File: src/rtl/mux_arb_pkg.sv
`default_nettype none
// ============================================================================
// Module  : mux_arb_pkg
// Brief   : Shared sizes and FSM encoding for the round-robin mux arbiter.
// Revision: 1.0
// ============================================================================
package mux_arb_pkg;

  localparam int N_REQ = 8;
  localparam int SEL_W = 3;
  localparam int CNT_W = 4;

  typedef enum logic {
    IDLE  = 1'b0,
    GRANT = 1'b1
  } state_t;

endpackage : mux_arb_pkg
`default_nettype wire

File: src/rtl/rr_pick.sv
`default_nettype none
// ============================================================================
// Module  : rr_pick
// Brief   : Combinational round-robin search: first set req bit at or after
//           'start', wrapping modulo N_REQ.
// Revision: 1.0
// ============================================================================
module rr_pick
  import mux_arb_pkg::*;
(
  input  logic [N_REQ-1:0] req,
  input  logic [SEL_W-1:0] start,
  output logic             found,
  output logic [SEL_W-1:0] idx
);

  logic [SEL_W-1:0] cand;

  // Walk from the farthest offset down so the nearest set bit is written last.
  always_comb begin
    found = 1'b0;
    idx   = start;
    cand  = '0;
    for (int i = N_REQ - 1; i >= 0; i--) begin
      cand = start + SEL_W'(i);
      if (req[cand]) begin
        found = 1'b1;
        idx   = cand;
      end
    end
  end

endmodule : rr_pick
`default_nettype wire

File: src/rtl/mux_rr_arbiter.sv
`default_nettype none
// ============================================================================
// Module  : mux_rr_arbiter
// Brief   : Round-robin owner of an 8:1 bit-select mux; registered one-hot
//           grant and select. Define ARB_HOLD_EN for the MAX_HOLD window.
// Revision: 1.0
// ============================================================================
module mux_rr_arbiter
  import mux_arb_pkg::*;
#(
  parameter int MAX_HOLD = 4
) (
  input  logic             clk,
  input  logic             rst_n,
  input  logic [N_REQ-1:0] req,
  input  logic [N_REQ-1:0] data_i,
  output logic [N_REQ-1:0] grant,
  output logic [SEL_W-1:0] sel,
  output logic             valid,
  output logic             data_o
);

  if (MAX_HOLD < 1 || MAX_HOLD > 15) begin : g_max_hold_chk
    $error("mux_rr_arbiter: MAX_HOLD must be in 1..15");
  end

  state_t           state_q;
  logic [SEL_W-1:0] ptr_q;
  logic [SEL_W-1:0] sel_q;
  logic [N_REQ-1:0] grant_q;
  logic             valid_q;

  logic [SEL_W-1:0] pick_start;
  logic             pick_found;
  logic [SEL_W-1:0] pick_idx;
  logic             load;
  logic             release_gnt;

  assign pick_start = (state_q == IDLE) ? ptr_q + SEL_W'(1) : sel_q + SEL_W'(1);

  rr_pick u_pick (
    .req   (req),
    .start (pick_start),
    .found (pick_found),
    .idx   (pick_idx)
  );

`ifdef ARB_HOLD_EN
  localparam logic [CNT_W-1:0] HOLD_LAST = CNT_W'(MAX_HOLD - 1);

  logic [CNT_W-1:0] hold_cnt_q;
  logic             other_pend;

  assign other_pend = |(req & ~grant_q);
  // An owner still requesting only yields once its window is used up.
  assign load = pick_found &&
                ((state_q == IDLE) || !req[sel_q] ||
                 ((hold_cnt_q == HOLD_LAST) && other_pend));
`else
  assign load = pick_found;
`endif
  assign release_gnt = (state_q == GRANT) && !pick_found;

  always_ff @(posedge clk or negedge rst_n) begin
    if (!rst_n) begin
      state_q    <= IDLE;
      ptr_q      <= 3'd7;
      sel_q      <= '0;
      grant_q    <= '0;
      valid_q    <= 1'b0;
`ifdef ARB_HOLD_EN
      hold_cnt_q <= '0;
`endif
    end else if (load) begin
      state_q    <= GRANT;
      ptr_q      <= pick_idx;
      sel_q      <= pick_idx;
      grant_q    <= N_REQ'(1) << pick_idx;
      valid_q    <= 1'b1;
`ifdef ARB_HOLD_EN
      hold_cnt_q <= '0;
`endif
    end else if (release_gnt) begin
      state_q    <= IDLE;
      grant_q    <= '0;
      valid_q    <= 1'b0;
`ifdef ARB_HOLD_EN
    end else if ((state_q == GRANT) && (hold_cnt_q != HOLD_LAST)) begin
      hold_cnt_q <= hold_cnt_q + CNT_W'(1);
`endif
    end
  end

  assign grant  = grant_q;
  assign sel    = sel_q;
  assign valid  = valid_q;
  assign data_o = valid_q ? data_i[sel_q] : 1'b0;

endmodule : mux_rr_arbiter
`default_nettype wire

File: config.mk
export PLATFORM = sky130hd
export DESIGN_NAME = mux_rr_arbiter
export DESIGN_NICKNAME = d
export VERILOG_FILES = /design/src/rtl/mux_arb_pkg.sv /design/src/rtl/rr_pick.sv /design/src/rtl/mux_rr_arbiter.sv
export SDC_FILE = /design/constraint.sdc
export NUM_CORES = 1
export LEC_CHECK = 0
export CELL_PAD_IN_SITES_DETAIL_PLACEMENT = 0
export CELL_PAD_IN_SITES_GLOBAL_PLACEMENT = 1
export CORE_AREA = 2 2 69 71
export DETAILED_ROUTE_END_ITERATION = 10
export DIE_AREA = 0 0 71 73
export PLACE_DENSITY_LB_ADDON = 0.1
export SLEW_MARGIN = 5
export SYNTH_ARGS = -nofsm -noshare
export SYNTH_HDL_FRONTEND = slang
export SYNTH_HIERARCHICAL = 1
export SYNTH_SLANG_ARGS = --single-unit
File: constraint.sdc
create_clock -name clk -period 3.7 [get_ports clk]
set_input_delay 0.37 -clock clk [delete_from_list [all_inputs] [get_ports clk]]
set_output_delay 0.37 -clock clk [all_outputs]
set_load 0.1 [all_outputs]
==> impl_metrics.toml <==
[die]
core_area_um2 = 4540
die_area_um2 = 5180
io_pins = 31
initial_core_util_pct = 32.7
die_y_um = 73
num_rows = 25
die_x_um = 71

[setup_path]
start_kind = "flip-flop"
rrSetupSlack_ns = 0.19
crit_required_ns = 3.88
cp_cell_sequence = "and2_4 -> a21o_1 -> ha_2 -> inv_4 -> ha_4 -> mux4_2 -> mux2_4 -> or4_1 -> o31a_1 -> nand2b_1 -> o2bb2ai_1"
ff2ff_path_depth = 11
crit_buf_inv = 1
crit_path_end_kind = "flip-flop"
crit_cells = 11
worstPathArrival_ns = 3.69
path_max_fanout = 8
setup.worst_path.class = "flip-flop to flip-flop"
rr_endpoint = "grant[5]"
critPathTopFamily = "simple AND/OR/NAND/NOR gates"
cpMaxStageDelayCell = "or4_1"
slowest_delay_ns = 0.52
endpoint = "grant[5]"
startpoint = "state_q"
r2r-start = "state_q"

[synthesis]
synth_area_leader_cell = "dfrtp_1"
synth_nets = 175
ys_async_sr_fraction_pct = 100
synth_edf_count = 0
synth.cell_area_um2 = 1480
synthCells = 154
synthTopCellsByArea = "dfrtp_1, mux4_2, mux2i_1"
synth_most_common_cell = "dfrtp_1"
synthFlopType = "dfrtp_1"
yosysSeqAreaShare_pct = 25.6
ys_ff_latch = 15
yosys-top-cells-count = "dfrtp_1, mux2i_1, inv_1, mux4_2, nor2_1"
syn_avg_cell_area_um2 = 9.63
yosysTopAreaCellShare_pct = 20.3
yosys_warnings = 6
synth.distinct_cells = 42

[global_route]
grt_pass1_wl_mm = 7.00
grt_max_degree = 18
antenna_found_initial = 0
grt-ovfl-total = 0
grt_util_all_layers_pct = 17.0
grt_pass1_vias = 1450

[route]
ant_nets = 0
route.vias.total = 1400
drc_errors = 0
wl_per_cell_um = 16.4
drt_iter0_markers = 109
totalWireLength_mm = 4.06
firstDrtPassIters = 4
routed_via_density = 5.65

[sta]
hold_viol = 0
period_minus_slack_ns = 3.51
rsz0062_at_grt = "no"
setup_viol = 0
worstMarginPinSlew_ns = 0.979
final_max_slew_viol_count = 0
max_clock_freq_mhz = 285
finalCritPeriodShare_pct = 95.0
skew_ns = 0.00366
tns_ns = 0
slew_headroom_pct = 34.6

[run_status]
status = "finished clean"

[clock_tree]
clkLatencyLatePin_ns = 0.25
post-cts-setup-buffers = 0
clockRootBuffer = "clkbuf_8"
htree_levels = 1
clock_path_buffers = 2
cts.sinks = 15
hold_buffers = 0
cts_tree = "built"
numCtsBuffers = 3
clkTransAtPathRegs_ns = 0.06

[cells_and_area]
num-fill-cells = 434
areaGrowthSynthToFinish_pct = 34.4
fin_nets = 216
antenna_cells = 0
drive_gt1_share_pct = 24.7
multi_input_area_um2 = 1040
seqCellArea_um2 = 385

[flow_run]
maxCapViolCount = 0

[hold_path]
hold_path.class = "flip-flop to flip-flop"
worstHoldPathCells = 2

[place]
gp_congestion = 0.860
port_buffers = 30
dp_hpwl_mm = 3.23
## per-layer routing
metal  track usage, %  wire (um)  part of all wire (%)  vias to the layer above
met4             7.55        116                   2.9                        0
met2             28.7       1970                    49                       37
li1                 -          -                     -                      668
met5                0          0                     0                        -
met1             22.2       1850                    46                      683
met3             1.52        116                   2.9                       12
## what timing repair did
action,in CTS,in global routing
resized for setup,0,2
setup endpoints to repair,0,7
endpoints found under the hold margin,0,0
## cells by family (layout without fill, tap and decap cells)
| group | count (synthesis) | after routing | synth area share (%) |
|---|---|---|---|
| adders and majority gates | 3 | 3 | 2.53 |
| xor gates and xnor gates | 5 | 5 | 2.95 |
| muxes | 28 | 28 | 28.2 |
| DFF | 15 | 15 | 25.6 |
| AOI/OAI and AO/OA | 43 | 43 | 21.3 |
| buffers and inverters | 20 | 60 | 5.82 |
| and+or+nand+nor | 40 | 40 | 13.7 |
## metrics by stage
| stage | hold WS (ns) | instance area, um^2 | instances | utilization [%] | setup WS, ns |
|---|---|---|---|---|---|
| after floorplan | 0.0744 | 1520 | 154 | - | 0.0123 |
| after global placement | 0.470 | 1940 | 244 | 42.8 | 0.161 |
| after detailed placement | 0.473 | 1940 | 244 | 42.8 | 0.0650 |
| after CTS | 0.485 | 1980 | 248 | 43.8 | 0.0785 |
| after global routing | 0.503 | 1990 | 248 | 43.9 | 0.0179 |
| final | 0.479 | 1990 | 248 | 43.9 | 0.186 |
## tightest hold or removal path, stage by stage, from the launching register on
cell and delay, ns:
dfstp_2 0.37, inv_1 0.04, o21ai_0 0.06
## sequential cells by signal (all words and copies together), names as in the netlist
name and count:
sel 3, state_q 1, ptr_q 3, grant 8
## cell usage in the layout, fill, tap and decap left out, types with 2 or more instances in the layout
master / instances
o211ai_1: 2
dfrtp_1: 9
o31a_1: 2
nand2_1: 8
mux2i_1: 11
clkdlybuf4s50_1: 29
nor2_1: 9
and3_1: 2
dfstp_2: 3
nor3_1: 2
clkbuf_8: 3
and2_1: 3
mux4_2: 9
a21oi_1: 3
nand2b_1: 7
nor2b_1: 2
buf_4: 15
nand3_1: 3
xnor2_1: 5
o21a_1: 3
inv_1: 10
o2bb2ai_1: 7
a211oi_1: 3
a22o_1: 3
mux2_2: 6
dfrtp_2: 2
o21ai_0: 8
nor4_1: 2
## area by class of cell
type	instances	share of cell area, %
multi-input combinational	119	52.4
timing repair buffer	44	20.2
sequential	15	19.3
tap	54	3.39
inverter	12	2.39
clock buffer	4	2.26
## how the worst min path moves through the flow
stage | start | end | slack, ns
CTS | ptr_q[2] | ptr_q[2] | 0.48
finish | ptr_q[2] | ptr_q[2] | 0.48
floorplan | rst_n | grant[0] | 0.07
detailed placement | grant[7] | grant[7] | 0.47
global route | ptr_q[2] | ptr_q[2] | 0.50
global placement | ptr_q[2] | ptr_q[2] | 0.47
Power is left out: the tool's default activity adds up to more than one toggle a clock period on the data nets, which glitch-free logic cannot reach.
